File: src/rtl/seq_fsm_pattern_tx_pkg.sv
// Shared types and widths for the serial pattern transmitter.
// Holds the FSM state encoding and the repeat-counter width.
// No logic, so it adds no latency and applies no backpressure.
package seq_fsm_pattern_tx_pkg;

    localparam int REPS_W = 2;

    typedef enum logic [1:0] {
        IDLE = 2'd0,
        SEND = 2'd1,
        GAP  = 2'd2,
        DONE = 2'd3
    } state_t;

endpackage

File: src/rtl/seq_fsm_pattern_tx_ctr.sv
// Loadable up-counter with clear, increment and a terminal compare against limit.
// Updates one cycle after a command; the at_limit output is combinational from the count.
// Never stalls: priority is clr, then ld, then inc.
module seq_fsm_pattern_tx_ctr #(
    parameter int W = 3
) (
    input  logic         clk,
    input  logic         reset,
    input  logic         clr,
    input  logic         ld,
    input  logic [W-1:0] ld_val,
    input  logic         inc,
    input  logic [W-1:0] limit,
    output logic [W-1:0] cnt,
    output logic         at_limit
);

    always_ff @(posedge clk) begin
        if (!reset) begin
            cnt <= '0;
        end else if (clr) begin
            cnt <= '0;
        end else if (ld) begin
            cnt <= ld_val;
        end else if (inc) begin
            cnt <= cnt + 1'b1;
        end
    end

    assign at_limit = (cnt == limit);

endmodule

File: src/rtl/seq_fsm_pattern_tx.sv
// Serial pattern transmitter: sends a captured pattern LSB first, reps+1 times with one zero between frames.
// The first bit appears one cycle after the handshake; the done pulse follows the final bit.
// Ready is high only in IDLE; inputs are ignored for the whole transfer.
module seq_fsm_pattern_tx
    import seq_fsm_pattern_tx_pkg::*;
#(
    parameter int nbits = 8
) (
    input  logic                     clk,
    input  logic                     reset,
    input  logic                     istream_val,
    output logic                     istream_rdy,
    input  logic [nbits-1:0]         istream_msg,
    input  logic [$clog2(nbits)-1:0] istream_len,
    input  logic [REPS_W-1:0]        istream_reps,
    output logic                     out_,
    output logic                     out_val,
    output logic                     done,
    output logic [1:0]               state
);

    localparam int LEN_W = $clog2(nbits);

    state_t              state_q;
    state_t              state_d;
    logic [nbits-1:0]    pat_q;
    logic [LEN_W-1:0]    len_q;
    logic [REPS_W-1:0]   reps_q;
    logic [LEN_W-1:0]    idx;
    logic [REPS_W-1:0]   rep_cnt;
    logic                idx_last;
    logic                rep_last;
    logic                accept;
    logic                frame_end;

    assign accept    = (state_q == IDLE) && istream_val;
    assign frame_end = (state_q == SEND) && idx_last;

    always_ff @(posedge clk) begin
        if (!reset) begin
            state_q <= IDLE;
            pat_q   <= '0;
            len_q   <= '0;
            reps_q  <= '0;
        end else begin
            state_q <= state_d;
            if (accept) begin
                pat_q  <= istream_msg;
                len_q  <= istream_len;
                reps_q <= istream_reps;
            end
        end
    end

    // idx restarts both on a new transfer and at the end of every non-final frame
    seq_fsm_pattern_tx_ctr #(.W(LEN_W)) u_idx_ctr (
        .clk      (clk),
        .reset    (reset),
        .clr      (accept || (frame_end && !rep_last)),
        .ld       (1'b0),
        .ld_val   ({LEN_W{1'b0}}),
        .inc      ((state_q == SEND) && !idx_last),
        .limit    (len_q),
        .cnt      (idx),
        .at_limit (idx_last)
    );

    seq_fsm_pattern_tx_ctr #(.W(REPS_W)) u_rep_ctr (
        .clk      (clk),
        .reset    (reset),
        .clr      (accept),
        .ld       (1'b0),
        .ld_val   ({REPS_W{1'b0}}),
        .inc      (frame_end && !rep_last),
        .limit    (reps_q),
        .cnt      (rep_cnt),
        .at_limit (rep_last)
    );

    always_comb begin
        state_d = state_q;
        case (state_q)
            IDLE: if (accept) state_d = SEND;
            SEND: if (idx_last) state_d = rep_last ? DONE : GAP;
            GAP:  state_d = SEND;
            DONE: state_d = IDLE;
            default: state_d = IDLE;
        endcase
    end

    always_comb begin
        istream_rdy = 1'b0;
        out_val     = 1'b0;
        out_        = 1'b0;
        done        = 1'b0;
        case (state_q)
            IDLE: istream_rdy = 1'b1;
            SEND: begin
                out_val = 1'b1;
                out_    = pat_q[idx];
            end
            GAP:  out_val = 1'b1;
            DONE: done = 1'b1;
            default: ;
        endcase
    end

    assign state = state_q;

endmodule
File: config.mk
export PLATFORM = sky130hd
export DESIGN_NAME = seq_fsm_pattern_tx
export DESIGN_NICKNAME = d
export VERILOG_FILES = /design/src/rtl/seq_fsm_pattern_tx_pkg.sv /design/src/rtl/seq_fsm_pattern_tx_ctr.sv /design/src/rtl/seq_fsm_pattern_tx.sv
export SDC_FILE = /design/constraint.sdc
export NUM_CORES = 1
export LEC_CHECK = 0
export BUFFER_PORTS_ARGS = -buffer_cell sky130_fd_sc_hd__buf_2
export CELL_PAD_IN_SITES_DETAIL_PLACEMENT = 2
export CELL_PAD_IN_SITES_GLOBAL_PLACEMENT = 2
export CORE_MARGIN = 5
export CORE_UTILIZATION = 33
export DETAILED_ROUTE_END_ITERATION = 6
export PLACE_DENSITY_LB_ADDON = 0.1
export SLEW_MARGIN = 10
export SYNTH_ARGS = -nofsm -noshare
export SYNTH_HDL_FRONTEND = slang
export SYNTH_SLANG_ARGS = --single-unit
File: constraint.sdc
create_clock -name clk -period 2.9 [get_ports clk]
set_input_delay 0.725 -clock clk [delete_from_list [all_inputs] [get_ports clk]]
set_output_delay 0.725 -clock clk [all_outputs]
set_load 0.01 [all_outputs]
**After elaboration in Yosys (flattened, before gate mapping)**

Cells that the tools add are included.

- Flip-flop bits (word level): 20
- Input bits: 16
- Output and inout bits: 6
- Word-level logic and storage cells: 39

- Add/subtract/negate cells: 2
- Order comparisons: 1
- Equal/unequal tests: 7
- Mux-type cells: 10
- Bitwise gates (word level): 1
- Reductions and logical operators: 12

Operators with widths:

| cell | number |
|---|---|
| $pmux 2 s4 | 1 |
| $mux 1 | 6 |
| $reduce_or 2->1 | 3 |
| $eq 2x2->1 const B | 2 |
| $logic_and 1x1->1 | 4 |
| $lt 3x4->1 const B | 1 |
| $mux 2 | 2 |
| $ne 2x2->1 const B | 2 |
| $add 3x1->3 const B | 1 |
| $bmux 1 s3 | 1 |
| $eq 3x3->1 | 1 |
| $add 2x1->2 const B | 1 |
| $eq 2x1->1 const B | 1 |
| $eq 2x2->1 | 1 |
| $logic_not 1->1 | 2 |
| $logic_not 2->1 | 1 |
| $reduce_and 2->1 | 1 |
| $logic_or 1x1->1 | 1 |
| $not 1->1 | 1 |

**Longest topological paths before layout**

Gate-level depths: netlist (run 1).

- Depth in word-level cells: 5
- Mapped depth: 7
- Gate-level depth less buffers: 6

**Modules after synthesis**

A second synthesis (run 1) with hierarchy kept.

- Cell total of the unflattened synthesis: 122
- Area total of the unflattened synthesis: 1,029.7 µm²

Modules (own cells, without submodules):

| module | instances | cells an instance | area an instance (µm²) | seq. area each (µm²) |
|---|---|---|---|---|
| seq_fsm_pattern_tx | 1 | 88 | 698.2 | 300.3 |
| seq_fsm_pattern_tx_ctr at u_idx_ctr | 1 | 20 | 196.4 | 60.1 |
| seq_fsm_pattern_tx_ctr at u_rep_ctr | 1 | 14 | 135.1 | 40.0 |

**Worst setup path before layout (run 1)**

Ideal clock, no wire load.

- Path kind: flip-flop to output port
- Start point: register state_q[0] (netlist: state[0])
- End point: output out_
- Arrival: 1,179 ps
- Required time: 2,175 ps
- Path slack: 996 ps
- Cell stages (with the launch flop): 5
- Path buffers: 1
- Path through: dfxtp_1 > ha_1 > clkbuf_1 > inv_1 > a21oi_1

- Longest elaborated chain between the ends: 2

Ends and longest elaborated chain:

| element | RTL line | source |
|---|---|---|
| start, declared | seq_fsm_pattern_tx.sv:24 | `state_t state_q;` |
| start signal, assigned | seq_fsm_pattern_tx.sv:46 | `state_q <= state_d;` |
| $eq 2x1->1 | seq_fsm_pattern_tx.sv:96 | `case (state_q)` |
| $mux 1 | seq_fsm_pattern_tx.sv:96 |  |
| end, declared | seq_fsm_pattern_tx.sv:16 | `output logic out_,` |

No other way between the ends.

**Worst setup path after layout (run 1)**

- Start point: register u_idx_ctr.cnt[0]
- End point: output out_

- Longest elaborated chain between the ends: 3

Ends and longest elaborated chain:

| element | RTL line | source |
|---|---|---|
| start, declared | seq_fsm_pattern_tx_ctr.sv:14 | `output logic [W-1:0] cnt,` |
| start signal, assigned | seq_fsm_pattern_tx_ctr.sv:24 | `cnt <= ld_val;` |
| start signal, assigned | seq_fsm_pattern_tx_ctr.sv:26 | `cnt <= cnt + 1'b1;` |
| $bmux 1 s3 | seq_fsm_pattern_tx.sv:100 | `out_ = pat_q[idx];` |
| $mux 1 (not written as such) | seq_fsm_pattern_tx.sv:100 |  |
| $mux 1 | seq_fsm_pattern_tx.sv:96 |  |

No other way between the ends. The select of a mux whose other input is x is not followed.

==> results of run 1 <==
==> area by class of cell <==
type	instances	area, um^2
Inverter	5	18.77
Multi-Input combinational cell	89	609.3
Fill cell	358	1842
Tap cell	44	55.05
Clock buffer	3	22.52
Sequential cell	20	400.4
Timing Repair Buffer	21	105.1
==> power breakdown <==
| part | total (mW) | leakage, nW | internal [mW] | switching [mW] |
|---|---|---|---|---|
| clock | 0.134 | 0.0138 | 0.0485 | 0.0853 |
| sequential | 0.372 | 0.163 | 0.324 | 0.0479 |
| combinational | 0.390 | 0.319 | 0.147 | 0.244 |
==> state kept, by name, summed over array words and instances (netlist names) <==
name and count:
pat_q 8, len_q 3, u_idx_ctr.cnt 3, reps_q 2, state 2, u_rep_ctr.cnt 2
==> cells in the final DEF, fill, tap and decap left out, drive strengths merged <==
| master | synthesis | final |
|---|---|---|
| a2111o | 1 | 1 |
| a21boi | 13 | 13 |
| a21oi | 3 | 3 |
| a31oi | 1 | 1 |
| and2 | 2 | 2 |
| and3 | 1 | 1 |
| buf | 0 | 21 |
| clkbuf | 5 | 3 |
| dfxtp | 20 | 20 |
| ha | 5 | 5 |
| inv | 5 | 5 |
| mux2i | 1 | 1 |
| mux4 | 2 | 2 |
| nand2 | 33 | 33 |
| nand3 | 4 | 4 |
| nand3b | 1 | 1 |
| nand4 | 5 | 5 |
| nor2 | 3 | 3 |
| nor2b | 1 | 1 |
| o211a | 1 | 1 |
| o21ai | 1 | 1 |
| o311ai | 2 | 2 |
| o31ai | 2 | 2 |
| or4 | 2 | 2 |
| xnor2 | 3 | 3 |
| xor2 | 2 | 2 |
==> worst min path at each step <==
stage / startpoint / to / slack (ns)
final: pat_q[4]$_SDFFE_PN0P_ / pat_q[4]$_SDFFE_PN0P_ / 0.48
after global routing: pat_q[0]$_SDFFE_PN0P_ / pat_q[0]$_SDFFE_PN0P_ / 0.51
after CTS: pat_q[4]$_SDFFE_PN0P_ / pat_q[4]$_SDFFE_PN0P_ / 0.48
after detailed placement: pat_q[4]$_SDFFE_PN0P_ / pat_q[4]$_SDFFE_PN0P_ / 0.46
after global placement: pat_q[2]$_SDFFE_PN0P_ / pat_q[2]$_SDFFE_PN0P_ / 0.46
after floorplan: pat_q[6]$_SDFFE_PN0P_ / pat_q[6]$_SDFFE_PN0P_ / 0.44
==> logic make-up (layout without fill, tap and decap cells) <==
kind of cell | Yosys count | after routing | synth area share
compound gates | 24 | 24 | 0.1696
xor+xnor | 5 | 5 | 0.06333
fa+ha+maj | 5 | 5 | 0.05974
buf+inv | 10 | 29 | 0.03585
flops | 20 | 20 | 0.3823
mux | 3 | 3 | 0.05974
simple gates | 52 | 52 | 0.2294
==> tightest hold or removal path: cells and delay by family, from the launching register on <==
family	cells	cell delay, ns
simple gates	1	0.05
flops	1	0.33
compound gates	1	0.07
==> per-layer routing <==
metal  GRT usage  up-vias
li1            -      454
met3     0.03061        9
met4     0.06091        0
met2      0.2305       14
met1      0.1822      438
met5           0        -
==> metrics by stage <==
step           std cells  hold WS (ns)  instance area, um^2  worst slack, ns    util
2_1_floorplan        119        0.4386                 1047           0.9964       -
3_3_place_gp         179        0.4554                 1189           0.8719  0.3893
3_5_place_dp         179        0.4612                 1189           0.7626  0.3893
4_1_cts              182        0.4782                 1211           0.4162  0.3967
5_1_grt              182        0.5107                 1211           0.3132  0.3967
6_report             182        0.4753                 1211           0.4405  0.3967
==> reports/qor.yml, run 1 <==
timing:
  timing.final.setup_violations: 0
  fmaxAchievable_ghz: 0.4066
  post-route-min-period_ns: 2.460
  tightest_slew_ns: 0.5543
  max-slew-margin-rel: 0.6291
  finClkSkew_ns: 0.004798
  rsz0062_at_grt: "no"
  final-max-slew-violation-count: 0
  hold_viol: 0
  fin_crit_sh: 0.8481
  fin_setup_tns_ns: 0
setup_path:
  critical_path_depth: 4
  crit_path_launch_type: "flip-flop"
  launching_element_of_the_worst_setup_path: "u_idx_ctr.cnt[0]$_SDFFE_PP0P_"
  crit_path_max_fanout: 6
  worstSetupEndpoint: "out_"
  cpLargestDelayFamily: "multiplexers"
  reg2reg_to: "u_idx_ctr.cnt[0]$_SDFFE_PP0P_"
  r2r_cells: 6
  worst-path-buf-inv: 1
  worst_path_max_delay_cell: "sky130_fd_sc_hd__mux4_1"
  critical_path.reg2reg.startpoint: "state[0]$_SDFFE_PN0P_"
  cp_data_arrival_time_ns: 1.73
  cp-end-kind: "primary output"
  delay_contributed_by_the_slowest_stage_of_the_critical_path_ns: 0.62
  crit_path_cell_trace: "mux4_1, nand2_1, a21oi_1, buf_2"
  rrSetupSlack_ns: 1.03
  timing.critical_path.required_ns: 2.17
  critPathKind: "reg2out"
synth:
  postSynthAreaPerCell_um2: 8.800
  netlist_area_mm2: 0.001047
  async_flop_share: 0
  yosysWarnings: 0
  synth.ff_latch_count: 20
  synth.most_common_cell: "sky130_fd_sc_hd__nand2_1"
  library_cells_used_by_synthesis: 26
  synth_top_cell_area_share: 0.3823
  netlist_top_cells_count: "sky130_fd_sc_hd__nand2_1 (33), sky130_fd_sc_hd__dfxtp_1 (20), sky130_fd_sc_hd__a21boi_0 (13)"
  synth_largest_area_cell: "sky130_fd_sc_hd__dfxtp_1"
  post_synth_inst_count: 119
  synth_fp_nets: 140
  synth_top_flop_cell: "sky130_fd_sc_hd__dfxtp_1"
  synth_enable_flop_cells: 0
  synth_seq_area_share: 0.3823
  synthTopCellsByArea: "sky130_fd_sc_hd__dfxtp_1 (38%), sky130_fd_sc_hd__nand2_1 (12%), sky130_fd_sc_hd__a21boi_0 (9.3%), sky130_fd_sc_hd__ha_1 (6.0%), sky130_fd_sc_hd__mux4_1 (5.0%)"
global_routing:
  first_global_vias: 1024
  gr-usage-all-layers: 0.1431
  grt_start_max_net_pins: 19
  grt_first_pass_wirelength_um: 4836
  antenna_found_initial: 0
  grt_overflow_total: 0
clocking:
  root_buffer: "sky130_fd_sc_hd__clkbuf_4"
  cts_max_path_buffers: 2
  clock_latency_ns: 0.30
  cts.repair.resized: 0
  cts-htree-levels: 1
  tritoncts: "done"
  cts.sinks: 20
  tritoncts.num_buffers: 3
  path_clk_slew_ns: 0.11
  holdBufCountCts: 0
  postCtsSetupBuffers: 0
die:
  die_width_um: 66.34
  die_boundary_height_um: 66.34
  start_util: 0.3430
  floorplan.die_area_mm2: 0.004400
  fp.coreArea_mm2: 0.003053
  placementRows: 20
  pin_count: 22
route:
  drt-pass1-iter-count: 2
  routed_wl_um: 2679
  wl_met2_um: 1256
  route.antenna.remaining_nets: 0
  detailed_route_wirelength_on_metal3_um: 69
  route.detailed.drc: 0
  wire_per_inst_um: 14.72
  routed-via-count: 915
  drt_iter0_markers: 17
  met1_length_um: 1287
  routed_via_density: 5.027
  dr.max_layer_used: "met4"
finish:
  final_antenna_diode_count: 0
  layout-area-overhead-vs-synth_pct: 15.65
  post_route_cells_drive_above_1_share: 0.2101
  layout.nets: 161
min_path:
  hold_critical_path_depth: 2
  min_path_type: "reg2reg"
power:
  leakage_nw: 0.4959
  worst_ir_drop_on_vdd_mv: 0.2487
  design_power_total_mw: 0.8962
  power_density_mw_per_mm2: 739.9
run:
  cap_violations: 0
status:
  outcome: "finished clean"
placement:
  dp.final_hpwl_um: 2107
  place_congestion: 0.7462
  buffer_ports.inserted: 21
Note: power is estimated with default switching activity, not from simulation.
==> run 2, diff against run 1 <==
--- a/config.mk
+++ b/config.mk
@@ -5,11 +5,12 @@
 export SDC_FILE = /design/constraint.sdc
 export NUM_CORES = 1
 export LEC_CHECK = 0
+export ABC_AREA = 1
 export BUFFER_PORTS_ARGS = -buffer_cell sky130_fd_sc_hd__buf_2
 export CELL_PAD_IN_SITES_DETAIL_PLACEMENT = 2
 export CELL_PAD_IN_SITES_GLOBAL_PLACEMENT = 2
 export CORE_MARGIN = 5
-export CORE_UTILIZATION = 33
+export CORE_UTILIZATION = 28
 export DETAILED_ROUTE_END_ITERATION = 6
 export PLACE_DENSITY_LB_ADDON = 0.1
 export SLEW_MARGIN = 10
==> constraint.sdc (replaced) <==
create_clock -name clk -period 2.5 [get_ports clk]
set_input_delay 0.625 -clock clk [delete_from_list [all_inputs] [get_ports clk]]
set_output_delay 0.625 -clock clk [all_outputs]
set_load 0.01 [all_outputs]
==> reports/qor.yml, run 2 <==
min_path:
  min_path_type: "reg2reg"  # unchanged
clocking:
  postCtsSetupBuffers: 0  # unchanged
  holdBufCountCts: 0  # unchanged
  clock_latency_ns: 0.25  # was 0.30 ns
  tritoncts: "done"  # unchanged
  root_buffer: "sky130_fd_sc_hd__clkbuf_8"  # was sky130_fd_sc_hd__clkbuf_4
  cts.sinks: 20  # unchanged
  cts-htree-levels: 1  # unchanged
  cts_max_path_buffers: 2  # unchanged
  tritoncts.num_buffers: 3  # unchanged
  path_clk_slew_ns: 0.07  # was 0.11 ns
  cts.repair.resized: 0  # unchanged
synth:
  netlist_top_cells_count: "sky130_fd_sc_hd__nor2_1 (31), sky130_fd_sc_hd__nand2_1 (27), sky130_fd_sc_hd__dfxtp_1 (20), sky130_fd_sc_hd__o21ai_0 (17), sky130_fd_sc_hd__inv_1 (14)"  # was sky130_fd_sc_hd__nand2_1 (33), sky130_fd_sc_hd__dfxtp_1 (20), sky130_fd_sc_hd__a21boi_0 (13)
  postSynthAreaPerCell_um2: 6.907  # was 8.800 um^2
  synth_top_flop_cell: "sky130_fd_sc_hd__dfxtp_1"  # unchanged
  yosysWarnings: 0  # unchanged
  synthTopCellsByArea: "sky130_fd_sc_hd__dfxtp_1 (39%), sky130_fd_sc_hd__nor2_1 (11%), sky130_fd_sc_hd__nand2_1 (9.9%), sky130_fd_sc_hd__o21ai_0 (8.3%), sky130_fd_sc_hd__ha_1 (6.1%)"  # was sky130_fd_sc_hd__dfxtp_1 (38%), sky130_fd_sc_hd__nand2_1 (12%), sky130_fd_sc_hd__a21boi_0 (9.3%), sky130_fd_sc_hd__ha_1 (6.0%), sky130_fd_sc_hd__mux4_1 (5.0%)
  synth.most_common_cell: "sky130_fd_sc_hd__nor2_1"  # was sky130_fd_sc_hd__nand2_1
  synth_fp_nets: 169  # was 140
  synth.ff_latch_count: 20  # unchanged
  async_flop_share: 0  # unchanged
  library_cells_used_by_synthesis: 23  # was 26
  synth_top_cell_area_share: 0.3917  # was 0.3823
  post_synth_inst_count: 148  # was 119
  synth_enable_flop_cells: 0  # unchanged
  synth_seq_area_share: 0.3917  # was 0.3823
  netlist_area_mm2: 0.001022  # was 0.001047 mm^2
  synth_largest_area_cell: "sky130_fd_sc_hd__dfxtp_1"  # unchanged
finish:
  post_route_cells_drive_above_1_share: 0.1941  # was 0.2101
  max_flop_register: "pat_q"  # unchanged
  mostFrequentLayoutCells: "sky130_fd_sc_hd__nor2_1 (31), sky130_fd_sc_hd__nand2_1 (27), sky130_fd_sc_hd__buf_2 (21)"  # was sky130_fd_sc_hd__nand2_1 (33), sky130_fd_sc_hd__buf_2 (21), sky130_fd_sc_hd__dfxtp_1 (20)
  layout.cells.most_common: "sky130_fd_sc_hd__nor2_1"  # was sky130_fd_sc_hd__nand2_1
  layout-area-overhead-vs-synth_pct: 19.22  # was 15.65%
  filler_cell_count: 441  # was 358
  post-route-util: 0.3380  # was 0.3967
  largest_register_ff_count: 8  # unchanged
  final_antenna_diode_count: 0  # unchanged
  biggestRegsByFlops: "pat_q (8), len_q (3), u_idx_ctr.cnt (3)"  # unchanged
  layout.nets: 193  # was 161
  postLayoutCellArea_mm2: 0.001219  # was 0.001211 mm^2
power:
  power_density_mw_per_mm2: 1047  # was 739.9 mW/mm^2
  design_power_total_mw: 1.276  # was 0.8962 mW
  worst_ir_drop_on_vdd_mv: 0.5278  # was 0.2487 mV
  leakage_nw: 0.5830  # was 0.4959 nW
setup_path:
  rrSetupSlack_ns: 0.75  # was 1.03 ns
  timing.critical_path.required_ns: 1.88  # was 2.17 ns
  critPathMostFrequentCell: "sky130_fd_sc_hd__nor2_1"
  worst_path_max_delay_cell: "sky130_fd_sc_hd__dfxtp_1"  # was sky130_fd_sc_hd__mux4_1
  crit_path_launch_type: "flip-flop"  # unchanged
  delay_contributed_by_the_slowest_stage_of_the_critical_path_ns: 0.48  # was 0.62 ns
  critPathKind: "reg2out"  # unchanged
  crit_path_cell_trace: "inv_2, o21ai_0, o22ai_1, nor2_1, nor2_1, buf_2"  # was mux4_1, nand2_1, a21oi_1, buf_2
  cp-end-kind: "primary output"  # unchanged
  cp_data_arrival_time_ns: 1.42  # was 1.73 ns
  crit_path_max_fanout: 8  # was 6
timing:
  rsz0062_at_grt: "no"  # unchanged
  fmaxAchievable_ghz: 0.4891
  finClkSkew_ns: 0.002471  # was 0.004798 ns
  max-slew-margin-rel: 0.7853  # was 0.6291
  tightest_slew_ns: 0.3216  # was 0.5543 ns
  fin_crit_sh: 0.8178
  timing.final.setup_violations: 0  # unchanged
  final-max-slew-violation-count: 0  # unchanged
  hold_viol: 0  # unchanged
  fin_setup_tns_ns: 0  # unchanged
  post-route-min-period_ns: 2.045
  setup_ws_ns: 0.4554  # was 0.4405 ns
route:
  routed_via_density: 4.560  # was 5.027
  wire_per_inst_um: 13.06  # was 14.72 um
  route.detailed.drc: 0  # unchanged
  route.antenna.remaining_nets: 0  # unchanged
  routed_wl_um: 2847  # was 2679 um
  routed-via-count: 994  # was 915
  drt-pass1-iter-count: 2  # unchanged
  drt_iter0_markers: 12  # was 17
placement:
  postPlaceCellArea_mm2: 0.001177  # was 0.001189 mm^2
  place_congestion: 0.7886  # was 0.7462
  buffer_ports.inserted: 21  # unchanged
  dp.final_hpwl_um: 2243  # was 2107 um
  dpl_worst_slack_ns: 0.7188  # was 0.7626 ns
global_routing:
  gr-usage-all-layers: 0.1260  # was 0.1431
  grt_overflow_total: 0  # unchanged
  grt_first_pass_wirelength_um: 4995  # was 4836 um
  antenna_found_initial: 0  # unchanged
  most_crowded_layer_gr: "met2"  # unchanged
  first_global_vias: 1073  # was 1024
  met3_usage_grt: 0.02158  # was 0.03061
  grt_start_max_net_pins: 19  # unchanged
  grt.met2_usage: 0.2121  # was 0.2305
  grtUsageMet1: 0.1628  # was 0.1822
die:
  die_boundary_height_um: 70.42  # was 66.34 um
  placementRows: 22  # was 20
  die_width_um: 70.42  # was 66.34 um
  start_util: 0.2835  # was 0.3430
  fp.coreArea_mm2: 0.003606  # was 0.003053 mm^2
  floorplan.die_area_mm2: 0.004959  # was 0.004400 mm^2
  pin_count: 22  # unchanged
status:
  outcome: "finished clean"  # unchanged
run:
  cap_violations: 0  # unchanged
==> run 2: metal layers <==
| layer | routed length (um) | vias up |
|---|---|---|
| met3 | 77 | 2 |
| met1 | 1391 | 467 |
| met2 | 1354 | 11 |
| met5 | 0 | - |
| met4 | 24 | 0 |
| li1 | - | 514 |
==> run 2: layout make-up <==
cell class	count	area, um^2	area share
Sequential cell	20	400.4	0.3285
Inverter	17	65.06	0.05339
Clock buffer	3	41.29	0.03388
Tap cell	48	60.06	0.04928
Timing Repair Buffer	22	112.6	0.09240
Multi-Input combinational cell	108	539.3	0.4425
==> run 2: cells by family after synthesis <==
logic type / count (synthesis) / share of synthesized area
AO/OA/AOI/OAI: 31 / 0.1555
AND/OR/NAND/NOR: 69 / 0.2852
XOR/XNOR: 3 / 0.02571
buffers and inverters: 20 / 0.08077
adder cells (fa/ha/maj): 5 / 0.06120
flip-flops: 20 / 0.3917
==> run 2: per-stage QoR <==
| stage | hold WS (ns) | instances |
|---|---|---|
| 2_1_floorplan | 0.4435 | 148 |
| 4_1_cts | 0.4764 | 218 |
| 3_3_place_gp | 0.4599 | 215 |
| 5_1_grt | 0.5035 | 218 |
| 3_5_place_dp | 0.4652 | 215 |
| 6_report | 0.4701 | 218 |
==> run 2: worst paths after layout <==
check | from | end | depth (start not counted)
setup / recovery | u_idx_ctr.cnt[0]$_SDFFE_PP0P_ | out_ | 6
hold / removal | len_q[1]$_SDFFE_PN0P_ | len_q[1]$_SDFFE_PN0P_ | 2
setup reg to reg | state[0]$_SDFFE_PN0P_ | u_idx_ctr.cnt[2]$_SDFFE_PP0P_ | 8
hold reg to reg | len_q[1]$_SDFFE_PN0P_ | len_q[1]$_SDFFE_PN0P_ | 2
==> run 2: power by group <==
group          total, mW  leakage (nW)  switching (mW)  internal, mW
Combinational      0.594         0.397           0.373         0.221
Sequential         0.476         0.165          0.0694         0.406
Clock              0.206        0.0216          0.0992         0.107
Total               1.28         0.583           0.541         0.734
==> run 2: worst max-delay path, delay by kind of cell, from the launching register on <==
kind / cells / cell delay, ns
AOI/OAI and AO/OA: 2 / 0.27
buffers and inverters: 2 / 0.24
and+or+nand+nor: 2 / 0.17
DFF: 1 / 0.48
==> run 3, diff against run 2 <==
--- a/config.mk
+++ b/config.mk
@@ -10,7 +10,7 @@
 export CELL_PAD_IN_SITES_DETAIL_PLACEMENT = 2
 export CELL_PAD_IN_SITES_GLOBAL_PLACEMENT = 2
 export CORE_MARGIN = 5
-export CORE_UTILIZATION = 28
+export CORE_UTILIZATION = 25
 export DETAILED_ROUTE_END_ITERATION = 6
 export PLACE_DENSITY_LB_ADDON = 0.1
 export SLEW_MARGIN = 10
==> constraint.sdc (replaced) <==
create_clock -name clk -period 1.8 [get_ports clk]
set_input_delay 0.45 -clock clk [delete_from_list [all_inputs] [get_ports clk]]
set_output_delay 0.45 -clock clk [all_outputs]
set_load 0.01 [all_outputs]
==> reports/qor.yml, run 3 (synthesized netlist as in run 2, its figures left out) <==
setup_path:
  timing.critical_path.required_ns: 1.35  # was 1.88 ns
  crit_path_launch_type: "flip-flop"  # unchanged
  critical_path.reg2reg.startpoint: "state[1]$_SDFFE_PN0P_"  # was state[0]$_SDFFE_PN0P_
  critPathKind: "reg2out"  # unchanged
  cp_data_arrival_time_ns: 1.25  # was 1.42 ns
  launching_element_of_the_worst_setup_path: "u_idx_ctr.cnt[0]$_SDFFE_PP0P_"  # unchanged
  cp-end-kind: "primary output"  # unchanged
  crit_path_max_fanout: 7  # was 8
finish:
  layout-area-overhead-vs-synth_pct: 23.13  # was 19.22%
  post_route_cells_drive_above_1_share: 0.2241  # was 0.1941
  filler_cell_count: 480  # was 441
  layout.nets: 197  # was 193
  layout.cells.most_common: "sky130_fd_sc_hd__nor2_1"  # unchanged
  max_flop_register: "pat_q"  # unchanged
  postLayoutCellArea_mm2: 0.001259  # was 0.001219 mm^2
  biggestRegsByFlops: "pat_q (8), len_q (3), u_idx_ctr.cnt (3)"  # unchanged
  largest_register_ff_count: 8  # unchanged
  mostFrequentLayoutCells: "sky130_fd_sc_hd__nor2_1 (31), sky130_fd_sc_hd__nand2_1 (27), sky130_fd_sc_hd__buf_2 (21)"  # unchanged
  final_antenna_diode_count: 0  # unchanged
placement:
  place_congestion: 0.7674  # was 0.7886
  dp.final_hpwl_um: 2438  # was 2243 um
  postPlaceCellArea_mm2: 0.001202  # was 0.001177 mm^2
  buffer_ports.inserted: 21  # unchanged
power:
  worst_ir_drop_on_vdd_mv: 0.5896  # was 0.5278 mV
  power_density_mw_per_mm2: 1473  # was 1047 mW/mm^2
  leakage_nw: 0.6059  # was 0.5830 nW
timing:
  fmaxAchievable_ghz: 0.5899
  timing.final.setup_violations: 0  # unchanged
  finClkSkew_ns: 0.003512  # was 0.002471 ns
  fin_crit_sh: 0.9418
  tightest_slew_ns: 0.3136  # was 0.3216 ns
  fin_setup_tns_ns: 0  # unchanged
  rsz0062_at_grt: "no"  # unchanged
  post-route-min-period_ns: 1.695
  final-max-slew-violation-count: 0  # unchanged
  hold_viol: 0  # unchanged
  max-slew-margin-rel: 0.7906  # was 0.7853
clocking:
  tritoncts.num_buffers: 3  # unchanged
  clock_latency_ns: 0.26  # was 0.25 ns
  root_buffer: "sky130_fd_sc_hd__clkbuf_8"  # unchanged
  cts_max_path_buffers: 2  # unchanged
  cts.sinks: 20  # unchanged
  tritoncts: "done"  # unchanged
  path_clk_slew_ns: 0.08  # was 0.07 ns
  holdBufCountCts: 0  # unchanged
  cts-htree-levels: 1  # unchanged
status:
  outcome: "finished clean"  # unchanged
global_routing:
  grt_start_max_net_pins: 18  # was 19
  gr-usage-all-layers: 0.1269  # was 0.1260
  grt_overflow_total: 0  # unchanged
  grt_first_pass_wirelength_um: 5326  # was 4995 um
  antenna_found_initial: 0  # unchanged
  first_global_vias: 1149  # was 1073
die:
  placementRows: 23  # was 22
  floorplan.die_area_mm2: 0.005468  # was 0.004959 mm^2
  die_width_um: 73.95  # was 70.42 um
  die_boundary_height_um: 73.95  # was 70.42 um
  fp.coreArea_mm2: 0.003971  # was 0.003606 mm^2
  start_util: 0.2574  # was 0.2835
  pin_count: 22  # unchanged
min_path:
  min_path_type: "in2reg"  # was reg2reg
  worst_hold_startpoint: "istream_msg[6]"  # was len_q[1]$_SDFFE_PN0P_
route:
  routed_via_density: 4.607  # was 4.560
  routed-via-count: 1032  # was 994
  wire_per_inst_um: 13.94  # was 13.06 um
  route.antenna.remaining_nets: 0  # unchanged
  routed_wl_um: 3122  # was 2847 um
  drt_iter0_markers: 21  # was 12
  drt-pass1-iter-count: 3  # was 2
  route.detailed.drc: 0  # unchanged
run:
  cap_violations: 0  # unchanged
-- run 3: timing repair --
action | 4_1_cts | 5_1_grt
cloned | 0 | 0
setup buffers | 0 | 1
endpoints found under the setup margin | 1 | 1
resized for setup | 1 | 5
-- run 3: final timing paths --
check,endpoint,depth (start not counted),slack [ns]
setup / recovery,out_,7,0.10
hold / removal,pat_q[6]$_SDFFE_PN0P_,3,0.44
hold reg to reg,reps_q[1]$_SDFFE_PN0P_,2,0.47
setup reg to reg,state[0]$_SDFFE_PN0P_,9,0.30
-- run 3: area by class of cell --
type / instances / area, um^2 / area share
multi-input combinational: 108 / 539.3 / 0.4284
timing repair buffer: 26 / 142.6 / 0.1133
tap: 50 / 62.56 / 0.04970
sequential: 20 / 405.4 / 0.3221
inverter: 17 / 67.56 / 0.05368
clock buffer: 3 / 41.29 / 0.03280
-- run 3: metrics by stage --
stage                     std cells  power [mW]  setup WS (ns)    util  hold WS (ns)
after floorplan                 148       1.244         0.3535       -        0.4435
after global routing            224       2.041       0.001023  0.3170        0.4776
after CTS                       223       1.882        0.02204  0.3135        0.4341
after detailed placement        220       1.561         0.2179  0.3028        0.4661
final                           224       1.855         0.1048  0.3170        0.4356
after global placement          220       1.509         0.3233  0.3028        0.4630
-- run 3: metal layers --
| metal | vias up | routed length [um] | GRT usage |
|---|---|---|---|
| li1 | 522 | - | - |
| met1 | 495 | 1446 | 0.1495 |
| met2 | 11 | 1556 | 0.2283 |
| met3 | 4 | 71 | 0.02162 |
| met4 | 0 | 48 | 0.04829 |
| met5 | - | 0 | 0 |
-- run 3: where the power goes --
group | internal [mW] | total (mW) | switching, mW
registers | 0.567 | 0.672 | 0.104
logic | 0.336 | 0.880 | 0.544
clock network | 0.149 | 0.303 | 0.154
total | 1.05 | 1.85 | 0.802
-- run 3: worst max-delay path: stages (launching register included) --
cell	delay, ns
sky130_fd_sc_hd__dfxtp_4	0.40
sky130_fd_sc_hd__nor2_1	0.07
sky130_fd_sc_hd__nor2_1	0.08
sky130_fd_sc_hd__o21ai_1	0.07
sky130_fd_sc_hd__o211ai_1	0.09
sky130_fd_sc_hd__nand2_1	0.07
sky130_fd_sc_hd__nor2_1	0.08
sky130_fd_sc_hd__buf_2	0.13
